### config.mk
export PLATFORM = sky130hd
export DESIGN_NAME = ultrascan_report_collector_flat
export DESIGN_NICKNAME = d
export VERILOG_FILES = /design/src/rtl/ultrascan_report_collector_pkg.sv /design/src/rtl/ultrascan_report_collector_if.sv /design/src/rtl/ultrascan_report_collector_fifo.sv /design/src/rtl/ultrascan_report_collector.sv /design/src/flat_wrapper.sv
export SDC_FILE = /design/constraint.sdc
export NUM_CORES = 1
export LEC_CHECK = 0
export CAP_MARGIN = 20
export CORE_AREA = 2 2 318 257
export CTS_CLUSTER_SIZE = 40
export DETAILED_ROUTE_END_ITERATION = 8
export DIE_AREA = 0 0 320 259
export PLACE_DENSITY = 0.5
export SLEW_MARGIN = 20
export SYNTH_ARGS = -nofsm -noshare
export SYNTH_HDL_FRONTEND = slang
export SYNTH_HIERARCHICAL = 1
export SYNTH_SLANG_ARGS = --single-unit
### constraint.sdc
create_clock -name clk -period 13.9 [get_ports clk]
set_input_delay 4.17 -clock clk [delete_from_list [all_inputs] [get_ports clk]]
set_output_delay 4.17 -clock clk [all_outputs]
set_load 0.1 [all_outputs]
### src/rtl/ultrascan_report_collector_pkg.sv
// ultrascan report collector: shared types, record layout and width helpers.
// Record layout is {is_eod, offset, bitmap}, MSB first.
package ultrascan_report_pkg;

  typedef enum logic [1:0] {
    S_IDLE,
    S_SCAN,
    S_EOD_PUSH,
    S_DONE
  } state_t;

  localparam int DEF_N_REPORTS = 1;
  localparam int DEF_OFFSET_W  = 32;

  typedef struct packed {
    logic                     is_eod;
    logic [DEF_OFFSET_W-1:0]  offset;
    logic [DEF_N_REPORTS-1:0] bitmap;
  } rec_t;

  localparam int REC_W = $bits(rec_t);

  function automatic int rec_w(input int n_rep, input int off_w);
    return 1 + off_w + n_rep;
  endfunction

  function automatic int eod_bit(input int n_rep, input int off_w);
    return off_w + n_rep;
  endfunction

endpackage

### src/rtl/ultrascan_report_collector_if.sv
// ultrascan report collector: record stream towards the host-side writer.
// master drives m_valid/m_data, slave drives m_ready.
interface ultrascan_report_collector_if #(
  parameter int N_REPORTS = 1,
  parameter int OFFSET_W  = 32
);

  logic                        m_valid;
  logic                        m_ready;
  logic [OFFSET_W+N_REPORTS:0] m_data;

  modport master (
    output m_valid,
    output m_data,
    input  m_ready
  );

  modport slave (
    input  m_valid,
    input  m_data,
    output m_ready
  );

endinterface

### src/rtl/ultrascan_report_collector_fifo.sv
// ultrascan report collector: show-ahead record FIFO.
// A pop in the same cycle frees room for a push into a full FIFO.
module ultrascan_report_fifo #(
  parameter int W     = 8,
  parameter int DEPTH = 16
) (
  input  logic         clk,
  input  logic         rst_n,
  input  logic         i_flush,
  input  logic         i_push,
  input  logic [W-1:0] i_data,
  input  logic         i_pop,
  output logic         o_full,
  output logic         o_empty,
  output logic [W-1:0] o_data
);

  localparam int AW = $clog2(DEPTH);

  logic [AW:0]  r_wr;
  logic [AW:0]  r_rd;
  logic [W-1:0] r_mem [DEPTH];

  logic w_empty;
  logic w_full;
  logic w_pop;
  logic w_push;

  assign w_empty = (r_wr == r_rd);
  assign w_full  = (r_wr[AW] != r_rd[AW]) &&
                   (r_wr[AW-1:0] == r_rd[AW-1:0]);
  assign w_pop   = i_pop && !w_empty;
  assign w_push  = i_push && (!w_full || w_pop);

  always_ff @(posedge clk) begin
    if (!rst_n) begin
      r_wr <= '0;
      r_rd <= '0;
    end else if (i_flush) begin
      r_wr <= '0;
      r_rd <= '0;
    end else begin
      if (w_push)
        r_wr <= r_wr + (AW+1)'(1);
      if (w_pop)
        r_rd <= r_rd + (AW+1)'(1);
    end
  end

  always_ff @(posedge clk) begin
    if (w_push && !i_flush)
      r_mem[r_wr[AW-1:0]] <= i_data;
  end

  assign o_full  = w_full;
  assign o_empty = w_empty;
  assign o_data  = w_empty ? '0 : r_mem[r_rd[AW-1:0]];

endmodule

### src/rtl/ultrascan_report_collector.sv
// ultrascan report collector: tags automaton reports with symbol offsets.
// ULTRASCAN_REPORT_DEDUP_EN suppresses runs of identical consecutive reports.
module ultrascan_report_collector
  import ultrascan_report_pkg::*;
#(
  parameter int N_REPORTS  = 1,
  parameter int OFFSET_W   = 32,
  parameter int FIFO_DEPTH = 16,
  parameter int DROP_W     = 16
) (
  input  logic                 clk,
  input  logic                 reset,
  input  logic                 start,
  input  logic                 run,
  input  logic                 eod,
  input  logic [N_REPORTS-1:0] report,
  ultrascan_report_collector_if.master m_if,
  output logic                 overflow,
  output logic [DROP_W-1:0]    drop_count,
  output logic                 busy,
  output logic                 done
);

  localparam int RW = rec_w(N_REPORTS, OFFSET_W);

  state_t              r_state;
  logic [OFFSET_W-1:0] r_offset;
  logic [OFFSET_W-1:0] r_sym_off;
  logic                r_run_d;
  logic                r_eod_d;
  logic                r_overflow;
  logic [DROP_W-1:0]   r_drop;
  logic                r_busy;
  logic                r_done;

  logic          w_full;
  logic          w_empty;
  logic [RW-1:0] w_head;
  logic          w_pop;
  logic          w_space;
  logic          w_rep_hit;
  logic          w_dup;
  logic          w_rep_push;
  logic          w_eod_st;
  logic          w_push;
  logic          w_drop;
  logic          w_flush;
  logic [RW-1:0] w_rec;

  assign w_pop     = m_if.m_ready && !w_empty;
  assign w_space   = !w_full || w_pop;
  assign w_rep_hit = (r_state == S_SCAN) && r_run_d && (|report);
  assign w_eod_st  = (r_state == S_EOD_PUSH);

`ifdef ULTRASCAN_REPORT_DEDUP_EN
  logic                 r_last_vld;
  logic [N_REPORTS-1:0] r_last_bmp;
  logic [OFFSET_W-1:0]  r_last_off;

  assign w_dup = r_last_vld &&
                 (report == r_last_bmp) &&
                 (r_sym_off == r_last_off + OFFSET_W'(1));

  // Suppressed reports advance the run so a whole run collapses to one record
  always_ff @(posedge clk) begin
    if (!reset || start) begin
      r_last_vld <= 1'b0;
      r_last_bmp <= '0;
      r_last_off <= '0;
    end else if (w_rep_hit && (w_dup || w_space)) begin
      r_last_vld <= 1'b1;
      r_last_bmp <= report;
      r_last_off <= r_sym_off;
    end
  end
`else
  assign w_dup = 1'b0;
`endif

  assign w_rep_push = w_rep_hit && !w_dup;
  assign w_push     = (w_rep_push || w_eod_st) && w_space;
  assign w_drop     = w_rep_push && !w_space;
  assign w_flush    = start &&
                      ((r_state == S_SCAN) || w_eod_st);

  assign w_rec = w_eod_st ?
                 {1'b1, r_offset, {N_REPORTS{1'b0}}} :
                 {1'b0, r_sym_off, report};

  ultrascan_report_fifo #(
    .W     (RW),
    .DEPTH (FIFO_DEPTH)
  ) u_fifo (
    .clk     (clk),
    .rst_n   (reset),
    .i_flush (w_flush),
    .i_push  (w_push),
    .i_data  (w_rec),
    .i_pop   (m_if.m_ready),
    .o_full  (w_full),
    .o_empty (w_empty),
    .o_data  (w_head)
  );

  always_ff @(posedge clk) begin
    if (!reset) begin
      r_state    <= S_IDLE;
      r_offset   <= '0;
      r_sym_off  <= '0;
      r_run_d    <= 1'b0;
      r_eod_d    <= 1'b0;
      r_overflow <= 1'b0;
      r_drop     <= '0;
      r_busy     <= 1'b0;
      r_done     <= 1'b0;
    end else if (start) begin
      r_state    <= S_SCAN;
      r_offset   <= '0;
      r_sym_off  <= '0;
      r_run_d    <= 1'b0;
      r_eod_d    <= 1'b0;
      r_overflow <= 1'b0;
      r_drop     <= '0;
      r_busy     <= 1'b1;
      r_done     <= 1'b0;
    end else begin
      r_run_d <= 1'b0;
      unique case (r_state)
        S_IDLE: ;
        S_SCAN: begin
          if (run) begin
            r_offset  <= r_offset + OFFSET_W'(1);
            r_sym_off <= r_offset;
            r_run_d   <= 1'b1;
          end
          if (eod)
            r_eod_d <= 1'b1;
          // The report for the eod symbol is sampled in this cycle
          if (r_eod_d) begin
            r_eod_d <= 1'b0;
            r_state <= S_EOD_PUSH;
          end
          if (w_drop) begin
            r_overflow <= 1'b1;
            if (r_drop != {DROP_W{1'b1}})
              r_drop <= r_drop + DROP_W'(1);
          end
        end
        S_EOD_PUSH: begin
          if (w_space) begin
            r_state <= S_DONE;
            r_busy  <= 1'b0;
            r_done  <= 1'b1;
          end
        end
        S_DONE: ;
        default: begin
          r_state <= S_IDLE;
          r_busy  <= 1'b0;
          r_done  <= 1'b0;
        end
      endcase
    end
  end

  assign m_if.m_valid = !w_empty;
  assign m_if.m_data  = w_head;
  assign overflow     = r_overflow;
  assign drop_count   = r_drop;
  assign busy         = r_busy;
  assign done         = r_done;

endmodule

### src/flat_wrapper.sv
// flat-port wrapper written by rule: the top's interface ports become plain ports
module ultrascan_report_collector_flat import ultrascan_report_pkg::*;
#(
  parameter int N_REPORTS  = 1,
  parameter int OFFSET_W   = 32,
  parameter int FIFO_DEPTH = 16,
  parameter int DROP_W     = 16
)
  (clk, reset, start, run, eod, report, overflow, drop_count, busy, done, m_if_m_valid, m_if_m_data, m_if_m_ready);
  ultrascan_report_collector_if #(.N_REPORTS(N_REPORTS), .OFFSET_W(OFFSET_W)) m_if_i ();
  input  logic clk;
  input  logic reset;
  input  logic start;
  input  logic run;
  input  logic eod;
  input  logic [N_REPORTS-1:0] report;
  output logic overflow;
  output logic [DROP_W-1:0] drop_count;
  output logic busy;
  output logic done;
  output wire logic [$bits(m_if_i.m_valid)-1:0] m_if_m_valid;
  output wire logic [$bits(m_if_i.m_data)-1:0] m_if_m_data;
  input wire logic [$bits(m_if_i.m_ready)-1:0] m_if_m_ready;
  assign m_if_m_valid = m_if_i.m_valid;
  assign m_if_m_data = m_if_i.m_data;
  assign m_if_i.m_ready = m_if_m_ready;
  ultrascan_report_collector #(.N_REPORTS(N_REPORTS), .OFFSET_W(OFFSET_W), .FIFO_DEPTH(FIFO_DEPTH), .DROP_W(DROP_W)) u_core (.clk(clk), .reset(reset), .start(start), .run(run), .eod(eod), .report(report), .m_if(m_if_i), .overflow(overflow), .drop_count(drop_count), .busy(busy), .done(done));
endmodule
==> Word level (Yosys, flattened, before mapping) <==
Memories as Yosys holds them, arrays and structs flattened. A register that Yosys moved wholly into a read port is not among the register bits.
Index checks and enable logic that the tools add are counted.
{ "totals": {"register_bits": 97, "mem_bits_rw": 544, "elab_cells": 75, "mem_count": 1, "in_bits": 7} }
{ "op_classes": {"reduce_logical": 30, "n_eq_ne": 10, "add_sub_neg": 4, "muxes": 16, "bitwise": 2} }
{ "memory_table": {"columns": ["name", "words", "width", "rd", "rd_ports_with_merged_regs", "wr", "line_no", "source"], "rows": [
  ["u_core.u_fifo.r_mem", 16, 34, 1, 1, 1, "ultrascan_report_collector_fifo.sv:22", "logic [W-1:0] r_mem [DEPTH];"]
]} }
{ "op_table": {"columns": ["operator", "n"], "rows": [
  ["2-to-1 mux 34 bit", 2],
  ["adder 32 x 1 -> 32 bit (second input constant)", 1],
  ["adder 16 x 1 -> 16 bit (second input constant)", 1],
  ["inequality test 16 bit (second input constant)", 1],
  ["adder 5 x 1 -> 5 bit (second input constant)", 2],
  ["logical AND 1 bit", 9],
  ["2-to-1 mux 1 bit", 9],
  ["AND reduction 3 bit", 3],
  ["2-to-1 mux 4 bit", 2],
  ["AND reduction 2 bit", 4],
  ["inequality test 3 x 2 -> 1 bit (second input constant)", 2],
  ["nonzero test 2 bit", 3],
  ["== test 5 bit", 1],
  ["== test 4 bit", 1],
  ["zero test 1 bit", 4],
  ["2-to-1 mux 2 bit", 2],
  ["inequality test 2 x 1 -> 1 bit (second input constant)", 2],
  ["case mux 2 bit (2 select lines)", 1],
  ["OR reduction 2 bit", 2],
  ["logical OR 1 bit", 3],
  ["nonzero test 3 bit", 1],
  ["OR reduction 3 bit", 1],
  ["== test 2 x 1 -> 1 bit (second input constant)", 1],
  ["== test 2 bit (second input constant)", 1],
  ["other kinds (2)", 3]
]} }

==> Depth between registers and ports, before layout <==
Gate-level depths: netlist of run 1.
{ "depth": {"depth_word": 9, "ltp_mapped": 12} }

==> Modules after synthesis <==
The synthesis of run 1 kept the hierarchy.
{ "modules_own_cells": {"columns": ["module", "seq_area_each_um2", "area_each_um2", "cells_each", "n_inst"], "rows": [
  ["ultrascan_report_fifo", 16615.9, 21082.7, 935, 1],
  ["ultrascan_report_collector", 1741.7, 4180.3, 498, 1]
]} }

==> Worst setup path before layout of run 1 <==
Ideal clock, no wire load.
{ "synth_timing": {"path_kind": "input to register", "from": "in report", "to": "mem u_core/u_fifo/r_mem[15][0] (netlist name), enable pin", "stages": 6, "n_path_buf": 0, "required_time_ps": 13425, "setup_slack_ps": 6000, "t_arrival_ps": 7426, "path_cell_list": "and3_1 nor2_1 a21oi_1 nand2_1 a21oi_1 nor3b_1"} }
{ "synth_via": {"elab_chain_cells": 7} }
{ "synth_rtl": {"columns": ["item", "line_no", "source"], "rows": [
  ["from (decl)", "flat_wrapper.sv:16", "input logic [N_REPORTS-1:0] report;"],
  ["logical AND 1 bit", "ultrascan_report_collector.sv:52", "assign w_rep_hit = (r_state == S_SCAN) && r_run_d && (|report);"],
  ["logical OR 1 bit", "ultrascan_report_collector.sv:81", "assign w_push = (w_rep_push || w_eod_st) && w_space;"],
  ["logical AND 1 bit", "ultrascan_report_collector.sv:81", null],
  ["net u_core.w_push", "ultrascan_report_collector.sv:45", "logic w_push;"],
  ["logical AND 1 bit", "ultrascan_report_collector_fifo.sv:33", "assign w_push = i_push && (!w_full || w_pop);"],
  ["logical AND 1 bit", "ultrascan_report_collector_fifo.sv:51", "if (w_push && !i_flush)"],
  ["2-to-1 mux 1 bit", "ultrascan_report_collector_fifo.sv:51", null],
  ["2-to-1 mux 1 bit (implied by the code)", "ultrascan_report_collector_fifo.sv:52", "r_mem[r_wr[AW-1:0]] <= i_data;"],
  ["to (decl)", "ultrascan_report_collector_fifo.sv:22", null]
]} }
The timed path passes the listed nets, and every way through them passes these cells.

==> impl_metrics.tcl, run 1 <==
set metrics [dict create \
    wl_per_cell_um 22.7 \
    hold_viol 0 \
    power.leakage_nw 8.40 \
    switchingPower_uw 786 \
    synth_top_area_cell "edfxtp_1" \
    ys_seq_area_share_pct 72.7 \
    holdWs_ps 451 \
    crit_chain "buf_4, buf_4, mux4_2, o22ai_1, nor3_1, clkdlybuf4s50_1" \
    syn_inst 1433 \
    cts_hold_buf 0 \
    n_antenna_cell 0 \
    synth_seq_cells 645 \
    ys_warn_count 6 \
    critPathRequiredTime_ps 9730 \
    nets 1525 \
    max_stage_delay_ps 1220 \
    grt_max_degree 75 \
    tns_ps 0 \
    syn2layout_area_growth_pct 16.0 \
    ctsResizeCount 0 \
    grt_pass1_wl_um 89000 \
    peakVddDrop_uv 70.5 \
    die_w_um 320 \
    ant_nets 0 \
    synth_edf_count 544 \
    fmax_ghz 0.110 \
    cts.path.max_buffers 3 \
    critPathKind "reg2out" \
    synthArstFlopShare_pct 0 \
    cts_sinks 645 \
    synth_nets 1449 \
    cp_num_buf_inv 3 \
    cts_max_level 3 \
    reg2reg_slack_ps 9690 \
    grt_pass1_vias 13600 \
    post_cts_buffers 0 \
    synthTopCellsByArea "edfxtp_1 (65%), mux4_2 (12%), dfxtp_1 (8.0%), o22ai_1 (1.7%), nand2_1 (1.6%)" \
    period_share_pct 65.6 \
    critPathArrivalTime_ps 4950 \
    io_pins 61 \
    drtIter0Drc 1047 \
    p_clk_share_pct 45.9 \
    overflow 0 \
    yosysTopAreaCellShare_pct 64.7 \
    p_comb_share_pct 0.8 \
    die_h_um 259 \
    root_buffer "clkbuf_16" \
    min_path_type "reg2reg" \
    max-slew-margin-rel_pct 28.9 \
    layout-drive-gt1-share_pct 20.9 \
    critPathMaxFanout 50 \
    wl_um 59200 \
    track_usage_pct 14.4 \
    setup_violations 0 \
    syn_avg_cell_area_um2 17.6 \
    dieArea_um2 82900 \
    num_rows 93 \
    place.gp.congestion 0.721 \
    fin_skew_ps 20.8 \
    drtPass1Iterations 5 \
    switching_share_pct 20.2 \
    cp-end-kind "primary output" \
    clk_pin_slew_ps 60 \
    syn-cell-area_um2 25300 \
    drcViolationCount 0 \
    dp_hpwl_um 30800 \
    worst_path_max_delay_cell "clkdlybuf4s50_1" \
    numCtsBuffers 70 \
    start_util_pct 31.6 \
    powerDensity_nw_per_um2 133 \
    p_int_mw 3.10 \
    startpoint_type "flip-flop" \
    synth_ff_type "edfxtp_1" \
    avgViaCountPerCell 5.02 \
    antenna_found_initial 0 \
    fin_util_pct 36.7 \
    cts_tree "built" \
    status "finished, final reports clean" \
    p_seq_share_pct 53.3 \
    clkLatencyLatePin_ps 610 \
    grt_setup_unrepaired "false" \
    critPathTopFamily "buffers and inverters" \
    finalMaxSlewViolations 0 \
    tightest_slew_ps 1060 \
    fin_crit_ps 9120 \
    crit_top_cell "buf_4" \
    drv_cap 0 \
    ys_types 55 \
    portBuffers 60 \
    num_vias 13100 \
    coreArea_um2 79800 \
]
[layout by cell type (no fill, tap or decap), types with 3 or more instances in the layout]
cell,netlist,layout
nand2_1,107,106
a21oi_1,67,67
or4_1,16,16
mux2_2,33,33
ha_1,9,8
or3_1,14,14
xnor2_1,15,15
xor2_1,5,5
nand4_1,15,15
and4_1,5,5
nand2b_2,0,3
nor2_1,34,23
nor4_1,7,6
nor2b_1,7,6
o22ai_1,68,68
edfxtp_1,544,544
clkinv_8,0,4
nand3_1,15,15
clkbuf_1,40,20
clkinv_2,0,9
o31ai_1,14,14
inv_1,16,16
a211oi_1,5,5
dfxtp_4,0,3
mux2i_1,13,13
clkbuf_16,0,71
o21ai_0,11,11
buf_4,6,27
clkdlybuf4s50_1,0,60
clkinv_1,0,14
bufinv_16,0,4
and3_1,4,4
nor3_2,0,4
nor3_1,42,38
mux4_2,136,136
dfxtp_1,101,98
nor2_4,0,11
nand2b_1,16,13
[worst register-to-register path: cells and delay by family (launching register included)]
kind / cells / cell delay [ps]
AND/OR/NAND/NOR: 6 / 1770
flip-flops: 1 / 620
buffers and inverters: 1 / 560
XOR/XNOR: 1 / 280
AO/OA/AOI/OAI: 2 / 580
[per-stage QoR]
stage	power [mW]	instance area [µm²]	cells	setup WS [ps]
after floorplan	2.13	25300	1433	6000
after global placement	2.14	27100	2482	5180
after detailed placement	2.14	27100	2482	5210
after CTS	3.93	29300	2608	4540
after global routing	4.00	29300	2608	4500
final	3.88	29300	2608	4780
[synth_stat cells (7+ instances only)]
master,count
nand3_1,15
mux2i_1,13
o21ai_0,11
or3_1,14
o31ai_1,14
a21oi_1,67
ha_1,9
nand2_1,107
edfxtp_1,544
buf_1,9
buf_2,25
clkbuf_1,40
nand4_1,15
o22ai_1,68
mux2_2,33
nor4_1,7
nand2b_1,16
xnor2_1,15
mux4_2,136
nor3_1,42
dfxtp_1,101
inv_1,16
nor2b_1,7
nor2_1,34
or4_1,16
[flip-flops by register name, summed over array words and instances, names as in the netlist, 2 cells and up, named ones only]
register	count
u_core/drop_count	16
u_core/u_fifo/r_rd	5
u_core/r_sym_off	32
u_core/r_offset	32
u_core/u_fifo/r_wr	5
u_core/u_fifo/r_mem	544
u_core/r_state	2
[area by class of cell]
| type | instances | area [µm²] |
|---|---|---|
| Clock buffer | 91 | 1850 |
| Clock inverter | 35 | 327 |
| Fill cell | 7383 | 50500 |
| Inverter | 16 | 60.1 |
| Multi-Input combinational cell | 688 | 6570 |
| Sequential cell | 645 | 18400 |
| Tap cell | 1045 | 1310 |
| Timing Repair Buffer | 88 | 815 |
[final timing paths]
kind                                                         start                                     to  cells past startpoint
worst max-delay path                                     flip-flop                        m_if_m_data[26]                      6
worst min register to register    u_core/r_sym_off[5]$_SDFFE_PP0P_       u_core/r_sym_off[5]$_SDFFE_PP0P_                      2
worst min-delay path              u_core/r_sym_off[5]$_SDFFE_PP0P_       u_core/r_sym_off[5]$_SDFFE_PP0P_                      2
worst max register to register  u_core/u_fifo/r_wr[2]$_SDFFE_PP0P_  u_core/u_fifo/r_mem[12][11]$_DFFE_PP_                     10
[per-layer routing]
metal | vias up | share of wire [%] | track usage [%]
li1 | 5932 | - | -
met1 | 6884 | 49 | 20.7
met2 | 205 | 46 | 22.5
met3 | 78 | 3.6 | 2.39
met4 | 0 | 2.0 | 3.91
met5 | - | 0 | 0
[power groups by stage]
stage	combinational (mW)	clock, mW	sequential, mW
final	0.0311	1.78	2.07
after floorplan	0.0198	0	2.11
after detailed placement	0.0316	0	2.11
after global placement	0.0314	0	2.11
after global routing	0.0338	1.90	2.07
after CTS	0.0316	1.83	2.07
[kinds of logic (layout without fill, tap and decap cells)]
logic type,after synthesis,count (layout),share of synthesized area (%)
xor gates and xnor gates,21,21,0.758
and+or+nand+nor,297,297,5.96
DFF,645,645,72.7
AOI/OAI and AO/OA,179,179,4.23
buffers and inverters,100,230,1.83
adders and majority gates,9,9,0.446
muxes,182,182,14.1
No activity file was read; power rests on OpenSTA's default activity.
==> run 2, diff against run 1 <==
==> constraint.sdc (replaced) <==
create_clock -name clk -period 8.8 [get_ports clk]
set_input_delay 2.64 -clock clk [delete_from_list [all_inputs] [get_ports clk]]
set_output_delay 2.64 -clock clk [all_outputs]
set_load 0.1 [all_outputs]
==> run 2 against run 1 <==
Against the previous run:
- worst hold slack got worse by 0.70 ps
- critical path depth fell by 2
- count of clock-buffer cells in the layout fell by 2
- first-iteration DRC count rose by 12%
- total power rose by 57%
- critical path type unchanged
- largest cell class unchanged
- largest power group unchanged
- highest routed layer unchanged
==> impl_metrics.tcl, run 2 (synthesis results as in run 1) <==
set metrics [dict create \
    total_power_mw 6.09 \
    grt_pass1_wl_um 90800 \
    io_pins 61 \
    wl_met1_um 28600 \
    clk_pin_slew_ps 60 \
    clkLatencyLatePin_ps 600 \
    p_seq_share_pct 53.6 \
    drtIter0Drc 1175 \
    power.leakage_nw 8.38 \
    finalMaxSlewViolations 0 \
    grt_pass1_vias 13600 \
    wl_per_cell_um 23.4 \
    coreArea_um2 79800 \
    grt_setup_unrepaired "false" \
    dp_hpwl_um 33300 \
    layout_commonest_cell "edfxtp_1" \
    setup_violations 0 \
    drtPass1Iterations 5 \
    die_w_um 320 \
    largest_register_ff_count 544 \
    fin_crit_ps 7180 \
    layout-drive-gt1-share_pct 21.0 \
    die_h_um 259 \
    dieArea_um2 82900 \
    period_share_pct 81.6 \
    portBuffers 60 \
    cts_hold_buf 0 \
    critPathKind "reg2out" \
    drv_cap 0 \
    critPathRequiredTime_ps 6160 \
    root_buffer "clkbuf_16" \
    critPathArrivalTime_ps 4540 \
    min_path_type "reg2reg" \
    hold_viol 0 \
    syn2layout_area_growth_pct 16.0 \
    start_util_pct 31.6 \
    antenna_found_initial 0 \
    fmax_ghz 0.139 \
    p_int_mw 4.89 \
    ant_nets 0 \
    fin_skew_ps 25.5 \
    avgViaCountPerCell 5.10 \
    switchingPower_mw 1.20 \
    cts_tree "built" \
    num_rows 93 \
    cts.path.max_buffers 3 \
    cts_max_level 3 \
    holdWs_ps 450 \
    max-slew-margin-rel_pct 27.4 \
    critPathMaxFanout 40 \
    cp-end-kind "primary output" \
    tns_ps 0 \
    status "finished, final reports clean" \
    route.met2.wl_um 28600 \
    tightest_slew_ps 1090 \
    place.gp.congestion 0.732 \
    startpoint_type "flip-flop" \
    numCtsBuffers 69 \
    ctsResizeCount 0 \
    highest_layer "met4" \
    p_comb_share_pct 0.8 \
    peakVddDrop_uv 113 \
    overflow 0 \
    drcViolationCount 0 \
    n_antenna_cell 0 \
    num_vias 13300 \
    nets 1529 \
    dr_wl_met3_um 2300 \
    post_cts_buffers 0 \
    grt_max_degree 73 \
    cts_sinks 645 \
    powerDensity_nw_per_um2 208 \
    wl_um 61100 \
    final_cell_mix "edfxtp_1 (544), mux4_2 (136), nand2_1 (106), dfxtp_1 (98), clkbuf_16 (72)" \
    switching_share_pct 19.7 \
    p_clk_share_pct 45.5 \
    track_usage_pct 14.8 \
]
run 2: power groups by stage:
| stage | Combinational, mW | Sequential, mW | Clock (mW) |
|---|---|---|---|
| final | 0.0507 | 3.27 | 2.77 |
| after global routing | 0.0545 | 3.27 | 2.97 |
| after CTS | 0.0516 | 3.27 | 2.85 |
| after detailed placement | 0.0515 | 3.33 | 0 |
| after global placement | 0.0511 | 3.33 | 0 |
| after floorplan | 0.0322 | 3.34 | 0 |
run 2: final timing paths:
kind,start,end,slack (ps),cells after the start
setup reg to reg,u_core/u_fifo/r_wr[2]$_SDFFE_PP0P_,u_core/u_fifo/r_mem[3][8]$_DFFE_PP_,4280,10
hold / removal,u_core/overflow$_SDFFE_PP0P_,u_core/overflow$_SDFFE_PP0P_,450,2
hold reg to reg,u_core/overflow$_SDFFE_PP0P_,u_core/overflow$_SDFFE_PP0P_,450,2
setup / recovery,flip-flop,m_if_m_data[25],1620,4
run 2: through the flow:
step | cell area (µm²) | cells | setup slack [ps] | utilization (%)
floorplan | 25300 | 1433 | 2430 | -
global placement | 27100 | 2486 | 2140 | 34.0
detailed placement | 27200 | 2486 | 2130 | 34.0
CTS | 29300 | 2608 | 1460 | 36.7
global route | 29300 | 2609 | 1340 | 36.7
finish | 29300 | 2609 | 1620 | 36.7
run 2: metal layers:
metal / global-route usage, % / vias up
met2: 23.7 / 272
met1: 20.8 / 7013
met5: 0 / -
met4: 4.29 / 0
li1: - / 5918
met3: 2.48 / 96
run 2: layout make-up:
| cell class | count | area [µm²] |
|---|---|---|
| Timing Repair Buffer | 93 | 868 |
| Fill cell | 7382 | 50500 |
| Inverter | 16 | 60.1 |
| Multi-Input combinational cell | 688 | 6580 |
| Sequential cell | 645 | 18400 |
| Clock buffer | 89 | 1870 |
| Tap cell | 1045 | 1310 |
| Clock inverter | 33 | 268 |
run 2: critical path: stages, from the launching register on:
cell and delay [ps]:
dfxtp_4 950, nand2b_2 940, o22ai_1 170, nor3_1 590, clkdlybuf4s50_1 1260
